==> src/rtl/x_cal_pkg.sv <==
// Shared types and width helpers for the VDL calibration sweep and its edge encoder.
package x_cal_pkg;

   typedef enum logic [1:0] {
      S_IDLE,
      S_SETTLE,
      S_CAPTURE,
      S_EMIT
   } cal_state_t;

   // Record layout MSB..LSB: setting, sum, then (optionally) max, min.
   localparam int REC_MINMAX_FIELDS = 2;

   function automatic int f_w_idx(input int n);
      return (n > 1) ? $clog2(n) : 1;
   endfunction

   function automatic int f_w_pos(input int taps);
      return $clog2(taps + 1);
   endfunction

   function automatic int f_w_sum(input int taps, input int caps);
      return f_w_pos(taps) + $clog2(caps);
   endfunction

   function automatic int f_max(input int a, input int b);
      return (a > b) ? a : b;
   endfunction

endpackage

==> src/rtl/x_edge_enc.sv <==
// Delay-line edge encoder: lowest tap index whose value differs from tap 0, or P_TAPS when flat.
module x_edge_enc
   import x_cal_pkg::*;
#(
   parameter int P_TAPS = 256,
   localparam int W_P = f_w_pos(P_TAPS)
) (
   input  logic [P_TAPS-1:0] data,
   output logic [W_P-1:0]    pos
);

   always_comb begin
      pos = W_P'(P_TAPS);
      for (int i = P_TAPS - 1; i >= 1; i--) begin
         if (data[i] != data[0]) pos = W_P'(i);
      end
   end

endmodule

==> src/rtl/x_cal_sweep.sv <==
// VDL calibration sweep: step one-hot ctrl, settle, capture/accumulate edges, stream one record per setting.
// Optional min/max edge tracking enabled by defining X_CAL_SWEEP_MINMAX_EN.
module x_cal_sweep
   import x_cal_pkg::*;
#(
   parameter int P_TAPS     = 256,
   parameter int P_SETTINGS = 256,
   parameter int P_CAPS     = 4,
   parameter int P_SETTLE   = 4,
   localparam int W_S   = f_w_idx(P_SETTINGS),
   localparam int W_P   = f_w_pos(P_TAPS),
   localparam int W_SUM = f_w_sum(P_TAPS, P_CAPS),
`ifdef X_CAL_SWEEP_MINMAX_EN
   localparam int W_REC = W_S + W_SUM + REC_MINMAX_FIELDS * W_P
`else
   localparam int W_REC = W_S + W_SUM
`endif
) (
   input  logic                  i_clk,
   input  logic                  i_nrst,
   input  logic                  i_start,
   input  logic                  i_abort,
   input  logic [P_TAPS-1:0]     i_data,
   output logic [P_SETTINGS-1:0] o_ctrl,
   output logic                  o_valid,
   input  logic                  i_ready,
   output logic [W_REC-1:0]      o_rec,
   output logic                  o_busy,
   output logic                  o_done
);

   localparam int W_CNT = f_w_idx(f_max(P_SETTLE, P_CAPS) + 1);

   cal_state_t          state, nxt_state;
   logic [W_CNT-1:0]    cnt;
   logic [W_S-1:0]      setting;
   logic [W_SUM-1:0]    acc;
   logic [P_TAPS-1:0]   data_p0;
   logic                vld_p0;
   logic [W_P-1:0]      edge_pos;
   logic                settle_end, cap_end, cap_take, last;

   assign settle_end = (state == S_SETTLE)  && (cnt == W_CNT'(P_SETTLE - 1));
   assign cap_end    = (state == S_CAPTURE) && (cnt == W_CNT'(P_CAPS));
   assign cap_take   = (state == S_CAPTURE) && (cnt < W_CNT'(P_CAPS));
   assign last       = (setting == W_S'(P_SETTINGS - 1));

   always_ff @(posedge i_clk or negedge i_nrst) begin
      if (!i_nrst) state <= S_IDLE;
      else         state <= nxt_state;
   end

   always_comb begin
      nxt_state = state;
      unique case (state)
         S_IDLE:    if (i_start)    nxt_state = S_SETTLE;
         S_SETTLE:  if (settle_end) nxt_state = S_CAPTURE;
         S_CAPTURE: if (cap_end)    nxt_state = S_EMIT;
         S_EMIT:    if (i_ready)    nxt_state = last ? S_IDLE : S_SETTLE;
         default:                   nxt_state = S_IDLE;
      endcase
      if (i_abort) nxt_state = S_IDLE;
   end

   // Stage p0: registered snapshot; its encoded edge accumulates one cycle later (drain cycle covers the last).
   always_ff @(posedge i_clk) begin
      if (cap_take) data_p0 <= i_data;
   end

   x_edge_enc #(.P_TAPS(P_TAPS)) u_enc (
      .data (data_p0),
      .pos  (edge_pos)
   );

   always_ff @(posedge i_clk or negedge i_nrst) begin
      if (!i_nrst) begin
         cnt     <= '0;
         setting <= '0;
         acc     <= '0;
         vld_p0  <= 1'b0;
      end else if (i_abort) begin
         cnt     <= '0;
         setting <= '0;
         vld_p0  <= 1'b0;
      end else begin
         vld_p0 <= cap_take;
         if (vld_p0) acc <= acc + W_SUM'(edge_pos);
         unique case (state)
            S_IDLE: begin
               if (i_start) begin
                  setting <= '0;
                  cnt     <= '0;
               end
            end
            S_SETTLE: begin
               if (settle_end) begin
                  cnt <= '0;
                  acc <= '0;
               end else begin
                  cnt <= cnt + 1'b1;
               end
            end
            S_CAPTURE: cnt <= cap_end ? '0 : cnt + 1'b1;
            S_EMIT: begin
               if (i_ready) begin
                  setting <= last ? '0 : setting + 1'b1;
                  cnt     <= '0;
               end
            end
            default: cnt <= '0;
         endcase
      end
   end

`ifdef X_CAL_SWEEP_MINMAX_EN
   logic [W_P-1:0] min_p1, max_p1;

   always_ff @(posedge i_clk or negedge i_nrst) begin
      if (!i_nrst) begin
         min_p1 <= W_P'(P_TAPS);
         max_p1 <= '0;
      end else if (!i_abort) begin
         if (settle_end) begin
            min_p1 <= W_P'(P_TAPS);
            max_p1 <= '0;
         end else if (vld_p0) begin
            if (edge_pos < min_p1) min_p1 <= edge_pos;
            if (edge_pos > max_p1) max_p1 <= edge_pos;
         end
      end
   end
`endif

   always_comb begin
      o_busy  = (state != S_IDLE);
      o_valid = (state == S_EMIT);
      o_done  = (state == S_EMIT) && i_ready && last && !i_abort;
      o_ctrl  = P_SETTINGS'(1) << setting;
`ifdef X_CAL_SWEEP_MINMAX_EN
      o_rec   = {setting, acc, max_p1, min_p1};
`else
      o_rec   = {setting, acc};
`endif
   end

endmodule

==> config.mk <==
export PLATFORM = sky130hd
export DESIGN_NAME = x_cal_sweep
export DESIGN_NICKNAME = d
export VERILOG_FILES = /design/src/rtl/x_cal_pkg.sv /design/src/rtl/x_edge_enc.sv /design/src/rtl/x_cal_sweep.sv
export SDC_FILE = /design/constraint.sdc
export NUM_CORES = 1
export LEC_CHECK = 0
export CORE_AREA = 2 2 211 213
export DETAILED_ROUTE_END_ITERATION = 8
export DIE_AREA = 0 0 213 215
export PLACE_DENSITY_LB_ADDON = 0.2
export SYNTH_ARGS = -nofsm -noshare
export SYNTH_HDL_FRONTEND = slang
export SYNTH_SLANG_ARGS = --single-unit
==> constraint.sdc <==
create_clock -name i_clk -period 13.3 [get_ports i_clk]
set_input_delay 3.325 -clock i_clk [delete_from_list [all_inputs] [get_ports i_clk]]
set_output_delay 3.325 -clock i_clk [all_outputs]
set_load 0.05 [all_outputs]
==> results of run 1 <==
## cells by family after synthesis
family / after synthesis / share of synthesized area, %
AO/OA/AOI/OAI: 517 / 18.4
XOR/XNOR: 6 / 0.295
adder cells (fa/ha/maj): 23 / 1.66
buffers and inverters: 160 / 3.70
flip-flops: 281 / 46.7
multiplexers: 4 / 0.239
AND/OR/NAND/NOR: 1136 / 29.0
## power by group
group	total [mW]	internal (mW)	leakage, nW	switching [mW]
combinational	0.790	0.305	4.99	0.486
sequential	1.44	1.22	2.67	0.222
clock	0.842	0.483	0.471	0.359
total	3.07	2.01	8.14	1.07
## synth_stat cells (all sizes together) (8+ instances only)
master,count
o311ai,9
edfxtp,256
o21a,12
nor2,422
nand2,247
and3,20
nor2b,34
nand2b,44
inv,82
a21boi,10
o31ai,14
or3,32
nand3,131
o22ai,38
dfrtp,25
or4,8
o211ai,18
nor3,105
or2,23
o21bai,8
ha,22
a2bb2oi,9
a21oi,138
clkbuf,41
a31oi,24
nor4,15
a211oi,13
and2,18
nand4,26
a311oi,8
buf,37
o21ai,139
## flip-flops by register name (all words and copies together), names as in the netlist
| signal | count |
|---|---|
| acc | 11 |
| setting | 8 |
| state | 2 |
| data_p0 | 256 |
| cnt | 3 |
| vld_p0 | 1 |
## worst max-delay path, delay by kind of cell
kind | cells | cell delay (ns)
and+or+nand+nor | 2 | 0.44
buffers and inverters | 2 | 1.53
## worst paths after layout
| path | endpoint | cells past startpoint |
|---|---|---|
| max | o_done | 4 |
| min | acc[7] | 2 |
| max reg2reg | acc[10] | 28 |
| min reg2reg | acc[7] | 2 |
| max in group asynchronous | acc[9] | 2 |
| min in group asynchronous | setting[6] | 2 |
## metrics by stage
| stage | total power, mW | utilization (%) |
|---|---|---|
| floorplan | 2.03 | - |
| global placement | 2.20 | 54.3 |
| detailed placement | 2.23 | 54.3 |
| CTS | 3.08 | 56.6 |
| global route | 3.24 | 56.6 |
| finish | 3.07 | 56.6 |
## per-layer routing
layer	vias up	GRT usage [%]
met2	718	47.5
met1	8719	36.5
met5	-	0
met3	149	4.11
met4	4	16.5
li1	8803	-
## cell type report
class,instances,area share (%)
Sequential cell,281,33.6
Timing Repair Buffer,548,22.2
Clock inverter,21,0.795
Multi-Input combinational cell,1686,35.8
Clock buffer,34,3.18
Tap cell,592,3.00
Antenna cell,15,0.152
Inverter,82,1.24
==> run_results.csv, run 1 <==
group,metric,value,unit
grt,grt_pass1_vias,17007,
timing,period_needed,8.63,ns
detailed_routing,drt_pre_antenna_iters,5,
detailed_routing,antenna_left,0,
timing,min_period_over_period,64.9,%
timing,setup_violations,0,
finish,area_growth_syn_to_layout,38.8,%
min_path,hold_path_class,"flop to flop",
timing,worst_pin_slew,1.26,ns
placed_design,hpwl,53500,um
yosys,synth_top_area_cell,"edfxtp_1",
grt,overflow,0,
detailed_routing,dr_total_vias,18393,
yosys,async_flop_share,8.90,%
yosys,synth-edff-count,256,
worst_setup_path,worstSetupStartpointType,"input pin",
floorplan,num_rows,77,
timing,relSlewSlack,15.8,%
cts,clk_pin_slew,0.06,ns
cts,cts_tree,"done",
cts,cts.sink_count,281,
finish,final_area,0.0247,mm^2
worst_setup_path,path_common_cell,"clkdlybuf4s50_1",
worst_setup_path,critical-path-slowest-cell,"clkdlybuf4s50_1",
timing,grt_setup_unrepaired,"false",
detailed_routing,routed.top_layer,"met5",
grt,grt_antenna_before_repair,17,
run,drv_cap,0,
timing,fmax,116,MHz
finish,stdcell_count,3259,
yosys,synthFlopType,"edfxtp_1",
placed_design,port_buffers,538,
worst_setup_path,critPathLaunch,"i_abort",
floorplan,die_x,213,um
pwr,power.density,124,mW/mm^2
yosys,synth_top_area_share,43.2,%
yosys,yosysUniqueCellTypes,79,
floorplan,io_pins,539,
floorplan,coreArea,0.0436,mm^2
worst_setup_path,worstReg2RegStart,"data_p0[0]",
worst_setup_path,path_class,"input pin to primary output",
cts,cts_buffers,31,
detailed_routing,via_per_inst,5.64,
grt,grt_usage,29.0,%
timing,holdWs,0.534,ns
detailed_routing,post-route-drc-count,0,
finish,regArea,0.00831,mm^2
placed_design,dpl_cell_area,0.0237,mm^2
finish,num-fill-cells,3986,
detailed_routing,drt-met1-wl,27900,um
floorplan,die_h,215,um
yosys,ys_seq_area_share,46.7,%
yosys,syn_area,0.0178,mm^2
detailed_routing,wl,68100,um
finish,nets,2914,
finish,mostFrequentLayoutCells,"clkdlybuf4s50_1 (538), nor2_1 (422), edfxtp_1 (256), nand2_1 (246)",
worst_setup_path,arrival,5.30,ns
placed_design,dp_slack,4.69,ns
cts,cts_setup_buffers,0,
detailed_routing,dr_wl_met3,4040,um
status,status,"complete, no violations",
floorplan,initial_core_util,40.8,%
detailed_routing,drt-wirelength-per-cell,20.9,um
timing,hold_viol,0,
cts,ctsResizeCount,0,
timing,layout_setup_ws,4.67,ns
worst_setup_path,crit_fanout,15,
grt,grt_max_degree,206,
yosys,ys_ff_latch,281,
worst_setup_path,crit_path_end_kind,"primary output",
cts,hold_buffers,0,
finish,multi_input_area,0.00885,mm^2
worst_setup_path,slowest_delay,0.80,ns
detailed_routing,drtIter0Drc,1512,
timing,setup_tns,0,ns
cts,root_buffer,"clkbuf_16",
finish,drive_gt1_share,3.54,%
floorplan,die-area,0.0458,mm^2
yosys,syn-num-nets,2411,
pwr,ir_worst_vdd,162,uV
worst_setup_path,crit_required,9.97,ns
detailed_routing,met2_length,32000,um
placed_design,place.gp.congestion,0.929,
timing,fin_skew,0.0193,ns
finish,layout.cells.most_common,"clkdlybuf4s50_1",
yosys,synth.area.top_cells,"edfxtp_1 (43%), nor2_1 (8.9%), nand2_1 (5.2%)",
pwr,power_leakage,8.14,nW
placed_design,place_inst,3189,
grt,grt_pass1_wl,102000,um
cts,clk_latency,0.57,ns
min_path,min_from,"acc[7]",
yosys,syn_avg_cell_area,8.37,um^2
worst_setup_path,crit_chain,"clkdlybuf4s50_1 > nor2_1 > and3_1 > clkdlybuf4s50_1",
cts,max-clock-path-buffers,3,
cts,htreeDepth,1,
worst_setup_path,reg2reg_setup_slack,6.50,ns
yosys,yosysWarningCount,0,
yosys,netlist_instances,2127,
timing,slew_viol_final,0,
Power figures use the tool's default switching activity.
==> run 2: changes to the inputs <==
- clock period: 13.3 -> 7.9 ns (I/O delays scaled with it)
==> run 2 against run 1 <==
Via count rose by 1.4%. Cell count fell by 0.15%. Sequential share of layout area barely moved. Power rose by 69%. Register-to-register slack got worse by 5.2 ns. Count of clock-buffer cells in the layout fell by 2. Sequential cell count did not move. Worst setup slack got worse by 3.3 ns. Core utilization barely moved. Hold slack improved by 0.020 ns. Cell area barely moved. Sequential power rose by 69%.
==> run_results.csv, run 2 (synthesized netlist as in run 1, its figures left out) <==
group,metric,value,unit
cts,cts_tree,"done",
finish,regArea,0.00831,mm^2
finish,top_register,"data_p0",
pwr,power_leakage,8.15,nW
cts,clk_pin_slew,0.07,ns
detailed_routing,drtIter0Drc,1608,
grt,grt_pass1_vias,17157,
finish,nets,2915,
detailed_routing,via_per_inst,5.73,
finish,layout.cells.most_common,"clkdlybuf4s50_1",
worst_setup_path,reg2reg_depth,25,
cts,cts.sink_count,281,
placed_design,dp_slack,1.50,ns
timing,worst_pin_slew,1.25,ns
cts,cts_buffers,30,
pwr,power.density,210,mW/mm^2
finish,mostFrequentLayoutCells,"clkdlybuf4s50_1 (538), nor2_1 (422), edfxtp_1 (256), nand2_1 (246)",
floorplan,initial_core_util,40.8,%
worst_setup_path,arrival,7.09,ns
cts,clk_latency,0.60,ns
grt,grt_usage,29.4,%
floorplan,num_rows,77,
detailed_routing,drt-wirelength-per-cell,21.3,um
grt,overflow,0,
timing,setup_violations,0,
min_path,worstHoldEndpoint,"acc[7]",
floorplan,coreArea,0.0436,mm^2
finish,stdcell_count,3254,
timing,min_period_over_period,83.2,%
cts,root_buffer,"clkbuf_16",
pwr,ir_worst_vdd,189,uV
finish,area_growth_syn_to_layout,38.8,%
status,status,"complete, no violations",
finish,largest_reg_flops,256,
worst_setup_path,crit_required,8.42,ns
timing,hold_viol,0,
worst_setup_path,regToRegEndpoint,"acc[10]",
worst_setup_path,worstReg2RegStart,"data_p0[0]",
cts,max-clock-path-buffers,3,
cts,ctsResizeCount,0,
floorplan,io_pins,539,
run,drv_cap,0,
cts,hold_buffers,0,
floorplan,die_x,213,um
placed_design,place_inst,3191,
grt,grt_antenna_before_repair,8,
timing,fmax,152,MHz
min_path,min_from,"acc[7]",
placed_design,port_buffers,538,
timing,period_needed,6.57,ns
finish,top_regs,"data_p0 (256), acc (11), setting (8)",
worst_setup_path,path_class,"flop to flop",
finish,multi_input_area,0.00885,mm^2
worst_setup_path,crit_fanout,35,
detailed_routing,dr_total_vias,18655,
finish,drive_gt1_share,3.73,%
detailed_routing,wl,69400,um
timing,slew_viol_final,0,
grt,grt_pass1_wl,103000,um
detailed_routing,drt_pre_antenna_iters,6,
cts,cts_setup_buffers,0,
finish,num-fill-cells,3926,
grt,grt_max_degree,110,
timing,relSlewSlack,16.5,%
finish,utilization,56.6,%
worst_setup_path,worstSetupStartpointType,"flop",
floorplan,die_h,215,um
pwr,power,5.19,mW
timing,grt_setup_unrepaired,"false",
floorplan,die-area,0.0458,mm^2
timing,layout_setup_ws,1.33,ns
timing,setup_tns,0,ns
worst_setup_path,crit_path_end_kind,"flop",
placed_design,place.gp.congestion,0.977,
detailed_routing,antenna_left,0,
min_path,hold_depth,2,
placed_design,hpwl,55500,um
cts,htreeDepth,1,
min_path,hold_path_class,"flop to flop",
timing,fin_skew,0.0292,ns
detailed_routing,post-route-drc-count,0,
worst_setup_path,reg2reg_setup_slack,1.33,ns
-- run 2: cell types whose count changed in the layout (fill, tap and decap cells not counted), sizes merged --
cell,change
buf,+2
clkbuf,-2
clkinv,-1
diode,-8
inv,+4
-- run 2: stage by stage --
step	hold WS [ns]	instance area, um^2
after floorplan	0.510	17800
after global placement	0.521	23700
after detailed placement	0.528	23700
after CTS	0.551	24700
after global routing	0.584	24700
final	0.553	24700
-- run 2: how the worst max path moves through the flow --
stage,start,to
after detailed placement,data_p0[0],acc[10]
final,data_p0[0],acc[10]
after global routing,data_p0[0],acc[10]
after global placement,data_p0[0],acc[10]
after floorplan,state[0],data_p0[0]
after CTS,data_p0[0],acc[10]
-- run 2: layout make-up --
cell class | count | share of cell area (%)
Sequential cell | 281 | 33.6
Clock inverter | 24 | 0.921
Multi-Input combinational cell | 1686 | 35.8
Inverter | 82 | 1.25
Clock buffer | 32 | 3.07
Tap cell | 592 | 3.00
Antenna cell | 7 | 0.0709
Timing Repair Buffer | 550 | 22.3
-- run 2: power by group --
part | switching [mW] | internal, mW
clock | 0.616 | 0.799
sequential | 0.395 | 2.05
combinational | 0.818 | 0.515
-- run 2: worst max-delay path, cell delays in order (launching register included) --
cell and delay [ns]:
edfxtp_1 1.01, inv_2 0.59, a311o_1 0.43, a221oi_1 0.41, nand4_1 0.20, a2111oi_0 0.73
buf_4 0.22, nand4_1 0.21, a22oi_1 0.25, o211ai_1 0.11, nand3_1 0.13, o31ai_1 0.08
ha_1 0.20, inv_1 0.07, fa_1 0.21, nor2b_1 0.06, o21ai_0 0.22, a21boi_0 0.17
o21ai_0 0.19, nand2b_1 0.11, a21o_1 0.19, a21o_1 0.20, a21oi_1 0.14, nor2_1 0.07
o21bai_1 0.13, a22o_1 0.14
-- run 2: metal layers --
layer | up-vias | track usage [%] | share of wire, %
met5 | - | 0 | 0
met4 | 0 | 15.3 | 5.4
met3 | 169 | 4.90 | 7.1
met2 | 871 | 49.0 | 47
met1 | 8790 | 36.5 | 40
li1 | 8825 | - | -
